[src/rtl/fifo_pkg.sv]
// Shared helpers for FIFO pointer sizing and parameter checks.
package fifo_pkg;

   // Pointer width: address bits plus one wrap bit.
   function automatic int ptr_w(int depth);
      return $clog2(depth) + 1;
   endfunction

   function automatic bit is_pow2(int value);
      return (value >= 2) && ((value & (value - 1)) == 0);
   endfunction

endpackage

[src/rtl/sync_fifo_if.sv]
// Producer/consumer handshake bundle for sync_fifo; slave is the FIFO side.
interface sync_fifo_if
   import fifo_pkg::*;
#(
   parameter int DEPTH = 16,
   parameter int WIDTH = 8
);
   localparam int CntW = ptr_w(DEPTH);

   logic             in_valid;
   logic             in_ready;
   logic [WIDTH-1:0] in_data;
   logic             out_valid;
   logic             out_ready;
   logic [WIDTH-1:0] out_data;
   logic [CntW-1:0]  count;
   logic             almost_full;

   modport slave (
      input  in_valid, in_data, out_ready,
      output in_ready, out_valid, out_data, count, almost_full
   );

   modport master (
      output in_valid, in_data, out_ready,
      input  in_ready, out_valid, out_data, count, almost_full
   );
endinterface

[src/rtl/dual_port_RAM.sv]
// Storage primitive: synchronous write port, combinational read port.
module dual_port_RAM #(
   parameter int DEPTH = 16,
   parameter int WIDTH = 8
) (
   input  logic                     wclk,
   input  logic                     wenc,
   input  logic [$clog2(DEPTH)-1:0] waddr,
   input  logic [WIDTH-1:0]         wdata,
   input  logic                     rclk,
   input  logic                     renc,
   input  logic [$clog2(DEPTH)-1:0] raddr,
   output logic [WIDTH-1:0]         rdata
);
   logic [WIDTH-1:0] mem [DEPTH];

   // Read is asynchronous, so the read clock has no load.
   logic unused_rclk;
   assign unused_rclk = rclk;

   always_ff @(posedge wclk) begin
      if (wenc) mem[waddr] <= wdata;
   end

   assign rdata = renc ? mem[raddr] : '0;
endmodule

[src/rtl/sync_fifo.sv]
// First-word-fall-through FIFO: pointer control around dual_port_RAM.
module sync_fifo
   import fifo_pkg::*;
#(
   parameter int unsigned DEPTH     = 16,
   parameter int unsigned WIDTH     = 8,
   parameter int unsigned AFULL_LVL = DEPTH - 2
) (
   input  logic        clk,
   input  logic        rst_n,
   input  logic        flush,
   sync_fifo_if.slave  bus
);
   localparam int AW = $clog2(DEPTH);
   localparam int PW = ptr_w(DEPTH);
   localparam logic [PW-1:0] AfullLvl = PW'(AFULL_LVL);

   initial assert (is_pow2(DEPTH)) else $fatal(1, "sync_fifo: DEPTH must be a power of two >= 2");

   logic [PW-1:0] wr_ptr_q, wr_ptr_d;
   logic [PW-1:0] rd_ptr_q, rd_ptr_d;
   logic          full, empty, push, pop;

   assign empty = (wr_ptr_q == rd_ptr_q);
   assign full  = (wr_ptr_q[AW-1:0] == rd_ptr_q[AW-1:0]) && (wr_ptr_q[AW] != rd_ptr_q[AW]);

   assign bus.in_ready    = !full;
   assign bus.out_valid   = !empty;
   assign push            = bus.in_valid & bus.in_ready;
   assign pop             = bus.out_valid & bus.out_ready;
   assign bus.count       = wr_ptr_q - rd_ptr_q;
   assign bus.almost_full = (bus.count >= AfullLvl);

   always_comb begin
      wr_ptr_d = wr_ptr_q;
      rd_ptr_d = rd_ptr_q;
      if (flush) begin
         wr_ptr_d = '0;
         rd_ptr_d = '0;
      end else begin
         if (push) wr_ptr_d = wr_ptr_q + PW'(1);
         if (pop)  rd_ptr_d = rd_ptr_q + PW'(1);
      end
   end

   always_ff @(posedge clk) begin
      if (!rst_n) begin
         wr_ptr_q <= '0;
         rd_ptr_q <= '0;
      end else begin
         wr_ptr_q <= wr_ptr_d;
         rd_ptr_q <= rd_ptr_d;
      end
   end

   // A write during flush lands in RAM but the pointer never covers it.
   dual_port_RAM #(
      .DEPTH (DEPTH),
      .WIDTH (WIDTH)
   ) u_ram (
      .wclk  (clk),
      .wenc  (push),
      .waddr (wr_ptr_q[AW-1:0]),
      .wdata (bus.in_data),
      .rclk  (clk),
      .renc  (1'b1),
      .raddr (rd_ptr_q[AW-1:0]),
      .rdata (bus.out_data)
   );
endmodule

[src/flat_wrapper.sv]
// flat-port wrapper written by rule: the top's interface ports become plain ports
module sync_fifo_flat import fifo_pkg::*;
#(
   parameter int unsigned DEPTH     = 16,
   parameter int unsigned WIDTH     = 8,
   parameter int unsigned AFULL_LVL = DEPTH - 2
)
  (clk, rst_n, flush, bus_in_valid, bus_in_data, bus_out_ready, bus_in_ready, bus_out_valid, bus_out_data, bus_count, bus_almost_full);
  sync_fifo_if #(.DEPTH(DEPTH), .WIDTH(WIDTH)) bus_i ();
  input  logic clk;
  input  logic rst_n;
  input  logic flush;
  input wire logic [$bits(bus_i.in_valid)-1:0] bus_in_valid;
  input wire logic [$bits(bus_i.in_data)-1:0] bus_in_data;
  input wire logic [$bits(bus_i.out_ready)-1:0] bus_out_ready;
  output wire logic [$bits(bus_i.in_ready)-1:0] bus_in_ready;
  output wire logic [$bits(bus_i.out_valid)-1:0] bus_out_valid;
  output wire logic [$bits(bus_i.out_data)-1:0] bus_out_data;
  output wire logic [$bits(bus_i.count)-1:0] bus_count;
  output wire logic [$bits(bus_i.almost_full)-1:0] bus_almost_full;
  assign bus_i.in_valid = bus_in_valid;
  assign bus_i.in_data = bus_in_data;
  assign bus_i.out_ready = bus_out_ready;
  assign bus_in_ready = bus_i.in_ready;
  assign bus_out_valid = bus_i.out_valid;
  assign bus_out_data = bus_i.out_data;
  assign bus_count = bus_i.count;
  assign bus_almost_full = bus_i.almost_full;
  sync_fifo #(.DEPTH(DEPTH), .WIDTH(WIDTH), .AFULL_LVL(AFULL_LVL)) u_core (.clk(clk), .rst_n(rst_n), .flush(flush), .bus(bus_i));
endmodule
[config.mk]
export PLATFORM = sky130hd
export DESIGN_NAME = sync_fifo_flat
export DESIGN_NICKNAME = d
export VERILOG_FILES = /design/src/rtl/fifo_pkg.sv /design/src/rtl/sync_fifo_if.sv /design/src/rtl/dual_port_RAM.sv /design/src/rtl/sync_fifo.sv /design/src/flat_wrapper.sv
export SDC_FILE = /design/constraint.sdc
export NUM_CORES = 1
export LEC_CHECK = 0
export ABC_AREA = 1
export BUFFER_PORTS_ARGS = -buffer_cell sky130_fd_sc_hd__buf_2
export CAP_MARGIN = 10
export CORE_MARGIN = 4
export CORE_UTILIZATION = 49
export DETAILED_ROUTE_END_ITERATION = 6
export PLACE_DENSITY_LB_ADDON = 0.15
export SYNTH_ARGS = -nofsm -noshare
export SYNTH_HDL_FRONTEND = slang
export SYNTH_SLANG_ARGS = --single-unit
[constraint.sdc]
create_clock -name clk -period 3 [get_ports clk]
set_clock_uncertainty 0.15 [all_clocks]
set_input_delay 0.15 -clock clk [delete_from_list [all_inputs] [get_ports clk]]
set_output_delay 0.15 -clock clk [all_outputs]
set_load 0.005 [all_outputs]
* Yosys cells after proc, flatten, opt, wreduce, memory -nomap -nowiden *
Memory sizes are Yosys's and may differ from the RTL's. A register that Yosys moved wholly into a read port is not among the register bits.
Index checks and enable logic that the tools add are counted.

cells by class
  add/subtract/negate cells = 3
  magnitude comparators = 1
  eq/ne operators = 3
  mux-type cells = 4
  bitwise operators = 3
  reduce and logical (&&, ||, !) cells = 4

operators by type and width
  cell                                                  count
  adder 5 x 1 -> 5 bit (second input constant)          2
  two-way mux 4 bit                                     2
  equality test 5 bit                                   1
  >= comparator 5 x 4 -> 1 bit (second input constant)  1
  subtractor 5 bit                                      1
  equality test 4 bit                                   1
  AND 1 bit                                             2
  logical NOT 1 bit                                     2
  two-way mux 1 bit                                     2
  OR reduction 2 bit                                    1
  logical AND 1 bit                                     1
  inequality test 1 bit                                 1
  inverter 1 bit                                        1

storage, ports and cells
  register bits = 10
  bits in writable memories = 128
  bits of input ports = 13
  output and inout port bits = 16
  memories kept = 1

memories
  memory            words  width  read ports  clocked after memory_dff  write ports  RTL line             source
  u_core.u_ram.mem  16     8      1           1                         1            dual_port_RAM.sv:15  logic [WIDTH-1:0] mem [DEPTH];

* Longest topological paths before layout *
Gate-level depths: netlist (run 1).

  word-level depth = 6
  depth in mapped cells = 10

* By module *
Synthesis (run 1) repeated with hierarchy kept, for this count alone.

second synthesis, totals
  cell total of the unflattened synthesis = 640
  area total of the unflattened synthesis = 6271.0 um^2

modules (own cells, without submodules)
  module         times used  cells each  area an instance (um^2)
  dual_port_RAM  1           528         5527.8
  sync_fifo      1           112         743.2

* Least setup slack after synthesis (run 1) *
OpenSTA, ideal clock, no wires.

  kind = register to register
  start = register u_core.rd_ptr_q[2]
  end = memory u_core.u_ram.mem[11][0] (enable)
  library setup time = 383 ps
  arrival time = 1832 ps
  path slack = 635 ps
  stages on the path, launching flop included = 9
  period minus slack after synthesis = 2365 ps
  path through = dfxtp_1 clkbuf_1 inv_1 ha_1 nand2_2 nor2_4 nand2_4 nand2_8 nor3_1

on the way
  word-level cells in the longest chain between the ends = 6

ends and longest elaborated chain
  item                                     RTL line             source
  from (decl)                              sync_fifo.sv:21      logic [PW-1:0] rd_ptr_q, rd_ptr_d;
  from (signal assigned)                   sync_fifo.sv:52      rd_ptr_q <= rd_ptr_d;
  equality test 4 bit                      sync_fifo.sv:25      assign full = (wr_ptr_q[AW-1:0] == rd_ptr_q[AW-1:0]) && (wr_ptr_q[AW] != rd_ptr_q[AW]);
  logical AND 1 bit                        sync_fifo.sv:25
  logical NOT 1 bit                        sync_fifo.sv:27      assign bus.in_ready = !full;
  via bus_in_ready                         flat_wrapper.sv:16   output wire logic [$bits(bus_i.in_ready)-1:0] bus_in_ready;
  AND 1 bit                                sync_fifo.sv:29      assign push = bus.in_valid & bus.in_ready;
  two-way mux 1 bit                        dual_port_RAM.sv:22  if (wenc) mem[waddr] <= wdata;
  two-way mux 1 bit (implied by the code)  dual_port_RAM.sv:22
  to (decl)                                dual_port_RAM.sv:15

The timed path passes the listed nets, and every way through them passes these cells.

==> metrics list, run 1 <==
- Worst Path Required: 2700 ps
- The area growth from synthesis to layout is 14.0%.
- Number of violations of the max-capacitance limit: 0
* Power density over cell area: 577 mW/mm²
- Leading cell type in the layout, fill and taps excluded: sky130_fd_sc_hd__nand2_1
- The floorplan has 41 rows.
* Slew of the pin with the lowest slew margin: 996 ps
* Worst setup slack before clock tree synthesis: slightly above 500 ps
- Syn Nets: approximately 690
- Number of global-route vias before repair: 4243
- In this run the critical register-to-register path is launched from u_core.rd_ptr_q[2]$_SDFFE_PP0N_.
- The tightest min-delay check is of the in2reg type.
* Buffer cell driving the clock tree root: sky130_fd_sc_hd__clkbuf_16
* Number of buffers added by the clock tree synthesis step: 17
* Top fanout value on the critical path: 29
* # H-tree levels: 4
- The pre-antenna-repair detailed-routing pass consisted of 5 iterations.
* Final Hold Viols: 0
* Number of input and output port buffers inserted: 28
* Global route overflow: 0
- Once detailed placement completed, the half-perimeter wirelength came to 9390 µm.
* Floorplan die height: 123 µm
* Worst reg-to-reg setup slack: 470 ps
* Full die area: ~0.015 mm²
- Reg2Reg Capture Point: u_core.u_ram.mem[8][3]$_DFFE_PP_
* Most used cells in the layout excluding fill and tap cells: 199 x sky130_fd_sc_hd__nand2_1, 128 x sky130_fd_sc_hd__edfxtp_1, 117 x sky130_fd_sc_hd__inv_1
- Wire length of the first global-routing pass: roughly 23000 µm
- Among all flip-flop cells after synthesis, the most frequent one is sky130_fd_sc_hd__edfxtp_1.
* Final estimated routing congestion in global placement: around 0.9
- The share of the Yosys chip area taken by registers is 64.0%.
* Total number of clock tree sinks: 142
- In this run, the number of DRC markers left after iteration 0 of detailed routing was 401.
- ANT cells: 0
- 29 I/O pins were placed.
* Fraction of layout cells with a size suffix above 1: 11.2%
- For the final routed database, the setup TNS stands at 0 ps.
- Number of nets at the end of the flow: slightly above 700
- The initial antenna violation count is 0.
- Final critical-path share of the clock period: 84.6%
- TritonCTS clock tree: done
* Static leakage power: 0.00319 µW
- Counting every instance in the synthesized netlist gives 662.
- Antenna-violating nets left: 0
- Highest clock frequency the design can meet: between 0.3 and 0.4 GHz
- Max-slew headroom: 33.5%
* Critical path startpoint category: register
- Via count: roughly 4.5k
* Cell Area, Synth: 0.00644 mm²
- Max Root-Sink Buffers: 2
- Once the clock tree was built, the setup fixing pass inserted 0 buffers.
* Clock transition at path regs: 60 ps
* FF+latch count, synth: 142
- Ys Warns: 0
- After floorplanning, the core was sized to cover about 0.013 mm².
- Final period demand of the worst path: 2540 ps
* Latest clock arrival within the worst-skew pair: 410 ps
- CP Capture Type: output pin
- CP Data Arrival Time: 2240 ps
- Asr flop ratio synth: 0%
- Entering global routing, the biggest net connects 65 pins.
* Final setup fails: 0
- Dividing the detail-routed wire length by the instance count gives around 16 µm.
- The worst setup path is of the reg2out kind.
- Unrepaired setup endpoints after global routing: no
- Across all setup checks in the final design, the least slack found is 463 ps.
- Across the VDD grid, the largest voltage drop is approximately 420 µV.
* Remaining DRCs: 0
- Global routing used between 20 and 25% of the available tracks across all layers.
- Starting density of the core: between 50% and 60%
- Averaged over all synthesized cells, the footprint is 9.73 µm².
* Number of enable flip-flop cells after synthesis: 128
- Result of the run: complete, no violations
* Post-Route WL: between 10000 and 15000 µm
- After detailed routing, the number of vias per cell comes to 5.11.
- Max-slew violation count: 0
- Total of cells resized after clock tree synthesis: 0
- Worst Reg2Reg Path Length in Cells: 9
- Cells fill 57.7% of the core in the end.
- Synthesis instantiated 26 different standard cells from the library.
* Die width: 123 µm
- End of the critical path: bus_out_data[2]
layer usage:
metal  wire length (µm)  global-route usage, %  part of all wire, %  vias up
li1                   -                      -                    -     2213
met1               6520                   27.4                   45     2154
met2               7060                   33.2                   49      134
met3                661                   4.47                  4.6       19
met4                267                   7.49                  1.8        0
met5                  0                      0                    0        -
cell usage after synthesis (2+ instances only):
| master | n | area [µm²] |
|---|---|---|
| sky130_fd_sc_hd__clkbuf_1 | 4 | 15.0 |
| sky130_fd_sc_hd__a21oi_1 | 8 | 40.0 |
| sky130_fd_sc_hd__nand4_1 | 4 | 25.0 |
| sky130_fd_sc_hd__inv_1 | 117 | 439 |
| sky130_fd_sc_hd__nand2_1 | 199 | 747 |
| sky130_fd_sc_hd__nand2_4 | 2 | 22.5 |
| sky130_fd_sc_hd__nand2_2 | 6 | 37.5 |
| sky130_fd_sc_hd__buf_2 | 20 | 100 |
| sky130_fd_sc_hd__o21ai_0 | 4 | 20.0 |
| sky130_fd_sc_hd__edfxtp_1 | 128 | 3840 |
| sky130_fd_sc_hd__nand3_1 | 109 | 546 |
| sky130_fd_sc_hd__nor3_1 | 3 | 15.0 |
| sky130_fd_sc_hd__xor2_1 | 3 | 26.3 |
| sky130_fd_sc_hd__dfxtp_1 | 14 | 280 |
| sky130_fd_sc_hd__ha_1 | 9 | 113 |
| sky130_fd_sc_hd__nor2_1 | 22 | 82.6 |
area by class of cell:
| type | instances | area, µm² |
|---|---|---|
| Multi-Input combinational cell | 375 | 1740 |
| Timing Repair Buffer | 46 | 298 |
| Inverter | 119 | 449 |
| Clock inverter | 12 | 78.8 |
| Tap cell | 172 | 215 |
| Fill cell | 1133 | 5380 |
| Clock buffer | 19 | 433 |
| Sequential cell | 142 | 4130 |
per-stage QoR:
stage          power [µW]  hold slack (ps)  cells  area [µm²]
2_1_floorplan        2340             98.9    662        6440
3_3_place_gp         2440              324    850        6790
3_5_place_dp         2440              340    850        6790
4_1_cts              4260             5.72    885        7340
5_1_grt              4390             12.9    885        7340
6_report             4240             17.5    885        7340
cell families (layout without fill, tap and decap cells):
family | after synthesis | count (layout) | synth area share [%]
DFF | 142 | 142 | 64.0
AOI/OAI and AO/OA | 13 | 13 | 1.01
and+or+nand+nor | 349 | 349 | 23.6
buffers and inverters | 145 | 196 | 8.93
xor gates and xnor gates | 3 | 3 | 0.408
adders and majority gates | 10 | 10 | 2.06
state kept, by name, summed over array words and instances (netlist names), named ones only:
name and count:
u_core.u_ram.mem 128, u_core.wr_ptr_q 5, u_core.rd_ptr_q 5
worst min-delay path by stage:
stage / start / endpoint / slack, ps / depth (start not counted)
global placement: bus_out_ready / u_core.rd_ptr_q[4]$_SDFFE_PP0N_ / 320 / 3
global route: bus_in_data[3] / u_core.u_ram.mem[3][3]$_DFFE_PP_ / 10 / 1
finish: bus_in_data[0] / u_core.u_ram.mem[7][0]$_DFFE_PP_ / 20 / 1
detailed placement: flush / u_core.wr_ptr_q[0]$_SDFFE_PP0P_ / 340 / 4
CTS: bus_in_data[3] / u_core.u_ram.mem[0][3]$_DFFE_PP_ / 6 / 1
floorplan: bus_in_data[0] / u_core.u_ram.mem[0][0]$_DFFE_PP_ / 100 / 0
where the power goes:
group	internal, µW	switching (µW)	total, µW	leakage [µW]
clock network	1110	724	1830	0.000257
logic	73.1	153	226	0.00166
registers	2170	7.23	2180	0.00127
what timing repair did:
item	in CTS	in global routing
endpoints found under the hold margin	14	0
endpoints found under the setup margin	0	0
hold buffers	4	0
critical path: stages, from the launching register on:
cell	delay (ps)
sky130_fd_sc_hd__dfxtp_1	320
sky130_fd_sc_hd__inv_1	720
sky130_fd_sc_hd__nand3_1	200
sky130_fd_sc_hd__nand3_1	170
sky130_fd_sc_hd__nand3_1	170
sky130_fd_sc_hd__nand2_1	110
sky130_fd_sc_hd__buf_2	110
Power figures use the tool's default switching activity.
==> run 2, diff against run 1 <==
- clock period: 3 -> 2.3 ns (I/O delays scaled with it)
==> run 2 against run 1 <==
  * The run now ends with DRC left
  * Via count is 0.66% higher
  * First-iteration DRC count increased by 0.25%
  * Routed wire length grew 3.8%
  * Worst setup slack worse by 360 ps
  * Flip-flop and latch count unchanged
  * Non-clock buffer count is 19 higher
  * Global-route usage rose by 1.1 points
  * Final area up 4.3%
  * Worst hold slack worse by 7.7 ps
  * Combinational power up 41%
==> metrics list, run 2 (same netlist as run 1, synthesis figures left out) <==
- The data arrival time of the critical path is 1930 ps (was 2240 ps).
- Number of nets at the end of the flow: 743 (was 724)
- Setup TNS after final layout: 0 ps (unchanged)
- The part of the total power dissipated in the clock network was 48.8% (was 43.2%).
- Of the available clock period, the critical path in the final layout requires 95.5%.
- The power density relative to cell area is 806 mW/mm² (was 577 mW/mm²).
- Max-slew headroom: 69.1% (was 33.5%)
- Global route overflow: 0 (unchanged)
- Proportion of total power due to net switching: 19.8% (was 20.9%)
- The number of primary I/O pins was 29 (unchanged).
- The post-placement worst setup slack was 135 ps (was 505 ps).
- CP startpoint: u_core.wr_ptr_q[0]$_SDFFE_PP0P_
- Counting I/O delays and the setup requirement, the final critical path takes 2200 ps.
* Number of violations of the max-capacitance limit: 0 (unchanged)
* Maximum number of pins on one net before global-route repair: 41 (was 65)
- Slew of the pin with the lowest slew margin: 463 ps (was 996 ps)
* Total number of clock tree sinks: 142 (unchanged)
- The reg-to-reg critical path endpoint was u_core.wr_ptr_q[0]$_SDFFE_PP0P_ (was u_core.u_ram.mem[8][3]$_DFFE_PP_).
- Internal power component: 4950 µW (was 3350 µW)
- The detailed-router iteration count before antenna repair came to 7 (was 5).
- Vias per cell: 5.03 (was 5.11)
- Number of buffers added by the clock tree synthesis step: 17 (unchanged)
- The leakage power of the design is 0.00334 µW (was 0.00319 µW).
- Highest clock frequency the design can meet: 0.455 GHz
* Clock transition at path regs: 60 ps (about the same)
- Worst Reg2Reg Path Length in Cells: 9 (unchanged)
- The total routing resource utilization after global routing came to 21.6% (was 20.5%).
- Antenna violations before repair: 0 (unchanged)
- The full die area was 0.0150 mm² (unchanged).
- The violation count after the first detailed-routing iteration came to 402 (was 401).
- Worst Path Required: 2040 ps (was 2700 ps)
* Type of the most critical hold path: in2reg (unchanged)
- The root cell of the clock tree is sky130_fd_sc_hd__clkbuf_16 (unchanged).
* Num rows: 41 (unchanged)
* Worst reg-to-reg setup slack: 130 ps (was 470 ps)
* R2r startpoint: u_core.rd_ptr_q[2]$_SDFFE_PP0N_ (unchanged)
- The fill cell instance count of the final layout was 1097 (was 1133).
* Combinational power share: 5.2% (was 5.3%)
- The most common cell after layout, fill and taps aside is sky130_fd_sc_hd__nand2_1 (unchanged).
- Launch point of the worst hold path: bus_in_data[4] (was bus_in_data[0])
- Net switching power: 1220 µW (was 884 µW)
* Biggest register: u_core.u_ram.mem (unchanged)
* Via count: 4550 (was 4520)
- Power share of the sequential group: 46.0% (was 51.4%)
* Max Root-Sink Buffers: 2 (unchanged)
* Result of the run: finished, violations left (was complete, no violations)
- TritonCTS clock tree: done (unchanged)
- The post-detailed-placement half-perimeter wirelength came to 9960 µm (was 9390 µm).
- Remaining DRCs: 3 (was 0)
- The final setup slack of the worst path came to 104 ps (was 463 ps).
- The overall die height was 123 µm (unchanged).
- The diode insertion count for antenna repair came to 0 (unchanged).
* Total core area: 0.0127 mm² (unchanged)
- Most used cells in the layout excluding fill and tap cells: 198 x sky130_fd_sc_hd__nand2_1, 128 x sky130_fd_sc_hd__edfxtp_1, 115 x sky130_fd_sc_hd__inv_1 (was 199 x sky130_fd_sc_hd__nand2_1, 128 x sky130_fd_sc_hd__edfxtp_1, 117 x sky130_fd_sc_hd__inv_1)
* Failing checks: DRC
* Layout-stage area growth over the synthesis result: 18.8% (was 14.0%)
- The starting utilization of the core area came to 50.6% (unchanged).
- Latest clock arrival within the worst-skew pair: 420 ps (was 410 ps)
* Wire length per cell: 16.6 µm (was 16.4 µm)
- The final wirelength is 15100 µm (was 14500 µm).
* Unrepaired setup endpoints after global routing: yes (was no)
- Final Hold Viols: 0 (unchanged)
- The flip-flop count of the largest register, all copies and words added was 128 (unchanged).
- The via count of the first global-routing pass is 4236 (was 4243).
* Final estimated routing congestion in global placement: 0.910 (was 0.912)
* # H-tree levels: 4 (unchanged)
- The number of failing setup endpoints in the final timing report came to 0 (unchanged).
* Top fanout value on the critical path: 4 (was 29)
* Die width: 123 µm (unchanged)
- CP Capture Type: output pin (unchanged)
* Wire length of the first global-routing pass: 23600 µm (was 22900 µm)
* Antenna-violating nets left: 0 (unchanged)
* Largest registers ranked by flip-flop count: u_core.u_ram.mem: 128 flops, u_core.rd_ptr_q: 5 flops, u_core.wr_ptr_q: 5 flops (unchanged)
- The launching element type of the critical path is a register (unchanged).
- The count of pins over their slew limit is 0 (unchanged).
* Class of the most critical setup path: reg2out (unchanged)
- The port buffer count was 28 (unchanged).
* End of the critical path: bus_almost_full (was bus_out_data[2])
* Fraction of layout cells with a size suffix above 1: 15.6% (was 11.2%)
- The worst voltage drop across the vdd grid came to 468 µV (was 423 µV).
-- run 2: worst max-delay path, cell delays in order, from the launching register on --
cell and delay (ps):
sky130_fd_sc_hd__dfxtp_4 360, sky130_fd_sc_hd__inv_4 60, sky130_fd_sc_hd__ha_2 160, sky130_fd_sc_hd__inv_2 40
sky130_fd_sc_hd__fa_2 400, sky130_fd_sc_hd__xor2_1 180, sky130_fd_sc_hd__nand2_1 70, sky130_fd_sc_hd__o21ai_1 110
sky130_fd_sc_hd__buf_2 120
-- run 2: routing by layer --
layer,track usage (%),vias to the layer above,share of wire [%]
met4,8.89,0,2.7
met5,0,-,0
met1,30.2,2107,46
met3,4.79,27,6.2
met2,32.7,168,46
li1,-,2248,-
-- run 2: worst min-delay path by stage --
stage / cells after the start / endpoint
finish: 1 / u_core.u_ram.mem[7][4]$_DFFE_PP_
global placement: 3 / u_core.rd_ptr_q[4]$_SDFFE_PP0N_
floorplan: 0 / u_core.u_ram.mem[0][0]$_DFFE_PP_
global route: 1 / u_core.u_ram.mem[0][3]$_DFFE_PP_
detailed placement: 3 / u_core.rd_ptr_q[4]$_SDFFE_PP0N_
CTS: 1 / u_core.u_ram.mem[11][3]$_DFFE_PP_
-- run 2: what timing repair did --
item	CTS	global route
endpoints found under the hold margin	14	0
buffers inserted	0	4
resized for setup	2	16
pin swaps	0	2
hold buffers	5	0
setup endpoints to repair	1	5
gates cloned	0	0
-- run 2: final cells by class --
cell class	count	area [µm²]	area share, %
flip-flops and latches	142	4140	54.0
repair buffers	65	430	5.62
clock inverters	13	219	2.86
well taps	172	215	2.81
multi-input cells	375	1770	23.1
clock buffers	19	433	5.65
inverters	119	452	5.90
-- run 2: power by group through the flow --
stage               Clock, µW  Sequential [µW]  Combinational [µW]
floorplan                   0             2890                 163
global placement            0             2890                 302
detailed placement          0             2890                 303
CTS                      3040             2840                 312
global route             3170             2840                 356
finish                   3010             2840                 319
-- run 2: stage by stage --
stage | cells | cell area, µm² | power [µW] | util (%) | hold WS, ps
4_1_cts | 901 | 7590 | 6190 | 59.6 | 5.97
3_5_place_dp | 864 | 6880 | 3200 | 54.1 | 298
6_report | 905 | 7660 | 6170 | 60.2 | 9.86
5_1_grt | 905 | 7660 | 6360 | 60.2 | 14.0
2_1_floorplan | 662 | 6440 | 3060 | - | 63.9
3_3_place_gp | 864 | 6880 | 3200 | 54.1 | 300
==> run 3, diff against run 2 <==
- ABC_CLOCK_PERIOD_IN_PS: default -> 2100
- clock period: 2.3 -> 2.1 ns (I/O delays scaled with it)
==> run 3 against run 2 <==
  * Power increased by 1.2%
  * Sequential share of layout area decreased by 0.97 points
  * Die area unchanged
  * Routed wire length increased by 3.1%
  * The flow now finishes without violations
  * Count of clock-buffer cells in the layout decreased by 2
  * Via count increased by 2.6%
  * Critical path type unchanged
  * First-iteration DRC count increased by 27%
==> metrics list, run 3 (same netlist as run 1, synthesis figures left out) <==
- Result of the run: complete, no violations (was finished, violations left).
- Final critical-path share of the clock period: 99.7%
- Type of the most critical hold path: in2reg (unchanged)
- Antenna-violating nets left: 0 (unchanged)
- The final core utilization is 61.2% (was 60.2%).
- ANT cells: 0 (unchanged)
- Net switching power: 1400 µW (was 1220 µW)
* Layout-stage area growth over the synthesis result: 20.9% (was 18.8%)
- The final-report hold violation count is 0 (unchanged).
* Die width: 123 µm (unchanged)
* Number of buffers added by the clock tree synthesis step: 17 (unchanged)
- Worst setup slack before clock tree synthesis: 33.4 ps (was 135 ps)
* Filler Cell Count: 1085 (was 1097)
* Total core area: 0.0127 mm² (unchanged)
- Slew of the pin with the lowest slew margin: 448 ps (was 463 ps)
- Layer carrying the most global-route usage: met2 (unchanged)
- Starting density of the core: 50.6% (unchanged)
- The power density relative to cell area is 802 mW/mm² (was 806 mW/mm²).
- The internal cell power came to 4850 µW (was 4950 µW).
- The leakage power of the design came to 0.00336 µW (was 0.00334 µW).
- The port buffer count is 28 (unchanged).
- The share of power burned in registers came to 49.8% (was 46.0%).
* Critical path startpoint category: register (unchanged)
- The clock tree from TritonCTS is done (unchanged).
- Max Root-Sink Buffers: 2 (unchanged)
* Final setup fails: 0 (unchanged)
- The met3 global-route usage was 4.29% (was 4.79%).
* Final period demand of the worst path: roughly 2100 ps
* Number of optimization iterations in the first detailed-route pass: 5 (was 7)
- The final weighted congestion in routability-driven placement was 0.893 (was 0.910).
- The met2 capacity usage during global routing came to 34.3% (was 32.7%).
- The clock-pin slew on the worst setup and hold paths was 60 ps (about the same).
- Full die area: 0.0150 mm² (unchanged)
- The H-tree depth is 4 (unchanged).
- The number of max-cap violations is 0 (unchanged).
- The clock network latency to the later pin of the worst-skew pair is 420 ps (about the same).
- Final WS setup: 7.34 ps (was 104 ps)
- Global route overflow: 0 (unchanged)
* Post-route cell area: 0.00779 mm² (was 0.00766 mm²)
* Wire length per cell: 17.0 µm (was 16.6 µm)
* Proportion of power drawn by the clock network: 44.0% (was 48.8%)
- Ports: 29 (unchanged)
* Maximum number of pins on one net before global-route repair: 33 (was 41)
- The row count came to 41 (unchanged).
- Combinational power share: 6.2% (was 5.2%)
* CP Capture Type: output pin (unchanged)
* Buffer cell driving the clock tree root: sky130_fd_sc_hd__clkbuf_16 (unchanged)
- The maximum fanout along the worst path is 2 (was 4).
- The data required time at the worst endpoint is 1850 ps (was 2040 ps).
* CP Data Arrival Time: 1840 ps (was 1930 ps)
* Total number of clock tree sinks: 142 (unchanged)
- The worst slew slack as a fraction of its limit came to 70.1% (was 69.1%).
- The share of total power consumed by net switching is 22.4% (was 19.8%).
* Remaining DRCs: 0 (was 3)
- The global-route wire length before repair was 23800 µm (was 23600 µm).
- The number of nets in the layout is 753 (was 743).
* Footprint of the multi-input gates: 0.00184 mm² (was 0.00177 mm²)
- GR Util met1: 29.3% (was 30.2%)
* Antenna violations before repair: 0 (unchanged)
- The final wirelength was 15500 µm (was 15100 µm).
- Unrepaired setup endpoints after global routing: yes (unchanged).
- Initial detailed-routing violation count: 510 (was 402)
- Fraction of layout cells with a size suffix above 1: 18.2% (was 15.6%)
* HPWL reported at the end of detailed placement: 10000 µm (was 9960 µm)
- Largest register FFs: 128 (unchanged)
- The total negative slack for setup checks came to 0 ps (unchanged).
* Vias per cell: 5.11 (was 5.03)
- Highest clock frequency the design can meet: approximately 0.48 GHz
- The via count of the first global-routing pass came to 4459 (was 4236).
- Leading cell type in the layout, fill and taps excluded: sky130_fd_sc_hd__nand2_1 (unchanged)
* Max-slew violation count: 0 (unchanged)
- Most used cells in the layout excluding fill and tap cells: 198 x sky130_fd_sc_hd__nand2_1, 128 x sky130_fd_sc_hd__edfxtp_1, 115 x sky130_fd_sc_hd__inv_1 (unchanged).
* Peak supply drop: 583 µV (was 468 µV)
- Largest registers ranked by flip-flop count: u_core.u_ram.mem: 128 flops, u_core.rd_ptr_q: 5 flops, u_core.wr_ptr_q: 5 flops (unchanged).
- The via count was 4668 (was 4550).
- The area after detailed placement was 0.00697 mm² (was 0.00688 mm²).
- Global-route usage over all layers: 21.8% (was 21.6%)
- The worst setup path category is reg2out (unchanged).
* Biggest register: u_core.u_ram.mem (unchanged)
- Floorplan die height: 123 µm (unchanged)
- Register area: 0.00413 mm² (was 0.00414 mm²)
==> run 3: power by group through the flow <==
| stage | logic [µW] | registers (µW) | clock network, µW |
|---|---|---|---|
| after floorplan | 182 | 3170 | 0 |
| after global placement | 339 | 3170 | 0 |
| after detailed placement | 344 | 3170 | 0 |
| after CTS | 367 | 3110 | 2780 |
| after global routing | 428 | 3110 | 2930 |
| final | 385 | 3110 | 2750 |
==> run 3: worst max-delay path: stages (launching register included) <==
cell                      delay, ps
sky130_fd_sc_hd__dfxtp_2        320
sky130_fd_sc_hd__inv_2           70
sky130_fd_sc_hd__ha_4           130
sky130_fd_sc_hd__inv_2           40
sky130_fd_sc_hd__fa_2           380
sky130_fd_sc_hd__xor2_2         190
sky130_fd_sc_hd__nand2_1         70
sky130_fd_sc_hd__o21ai_1        100
sky130_fd_sc_hd__buf_2          120
==> run 3: final cells by class <==
cell class	count	share of cell area, %
multi-input cells	375	23.6
inverters	119	5.80
well taps	172	2.76
clock inverters	14	1.56
repair buffers	75	7.74
clock buffers	17	5.46
flip-flops and latches	142	53.1
==> run 3: final timing paths <==
kind,slack (ps),cells after the start,to,start
worst max-delay path,7,8,bus_almost_full,u_core.wr_ptr_q[0]$_SDFFE_PP0P_
worst min-delay path,9,1,u_core.u_ram.mem[14][1]$_DFFE_PP_,bus_in_data[1]
worst max register to register,30,9,u_core.u_ram.mem[5][6]$_DFFE_PP_,u_core.rd_ptr_q[1]$_SDFFE_PP0N_
worst min register to register,370,2,u_core.wr_ptr_q[4]$_SDFFE_PP0P_,u_core.wr_ptr_q[4]$_SDFFE_PP0P_
==> run 3: metrics by stage <==
step	std cells	hold WS [ps]	power, µW
2_1_floorplan	662	53.9	3350
3_3_place_gp	868	276	3510
3_5_place_dp	868	282	3510
6_report	914	9.43	6250
4_1_cts	910	7.98	6260
5_1_grt	914	10.3	6460
==> run 3: routing by layer <==
layer  share of wire (%)  vias up
li1                    -     2268
met1                  44     2204
met2                  48      160
met3                 5.2       36
met4                 3.0        0
met5                   0        -
==> run 3: timing repair <==
| action | in CTS | in global routing |
|---|---|---|
| gates resized for setup | 14 | 14 |
| hold endpoints to repair | 67 | 0 |
| pin swaps | 5 | 3 |
| hold buffers | 10 | 0 |
| setup buffers | 1 | 2 |
| cloned | 0 | 2 |
| setup endpoints to repair | 10 | 59 |
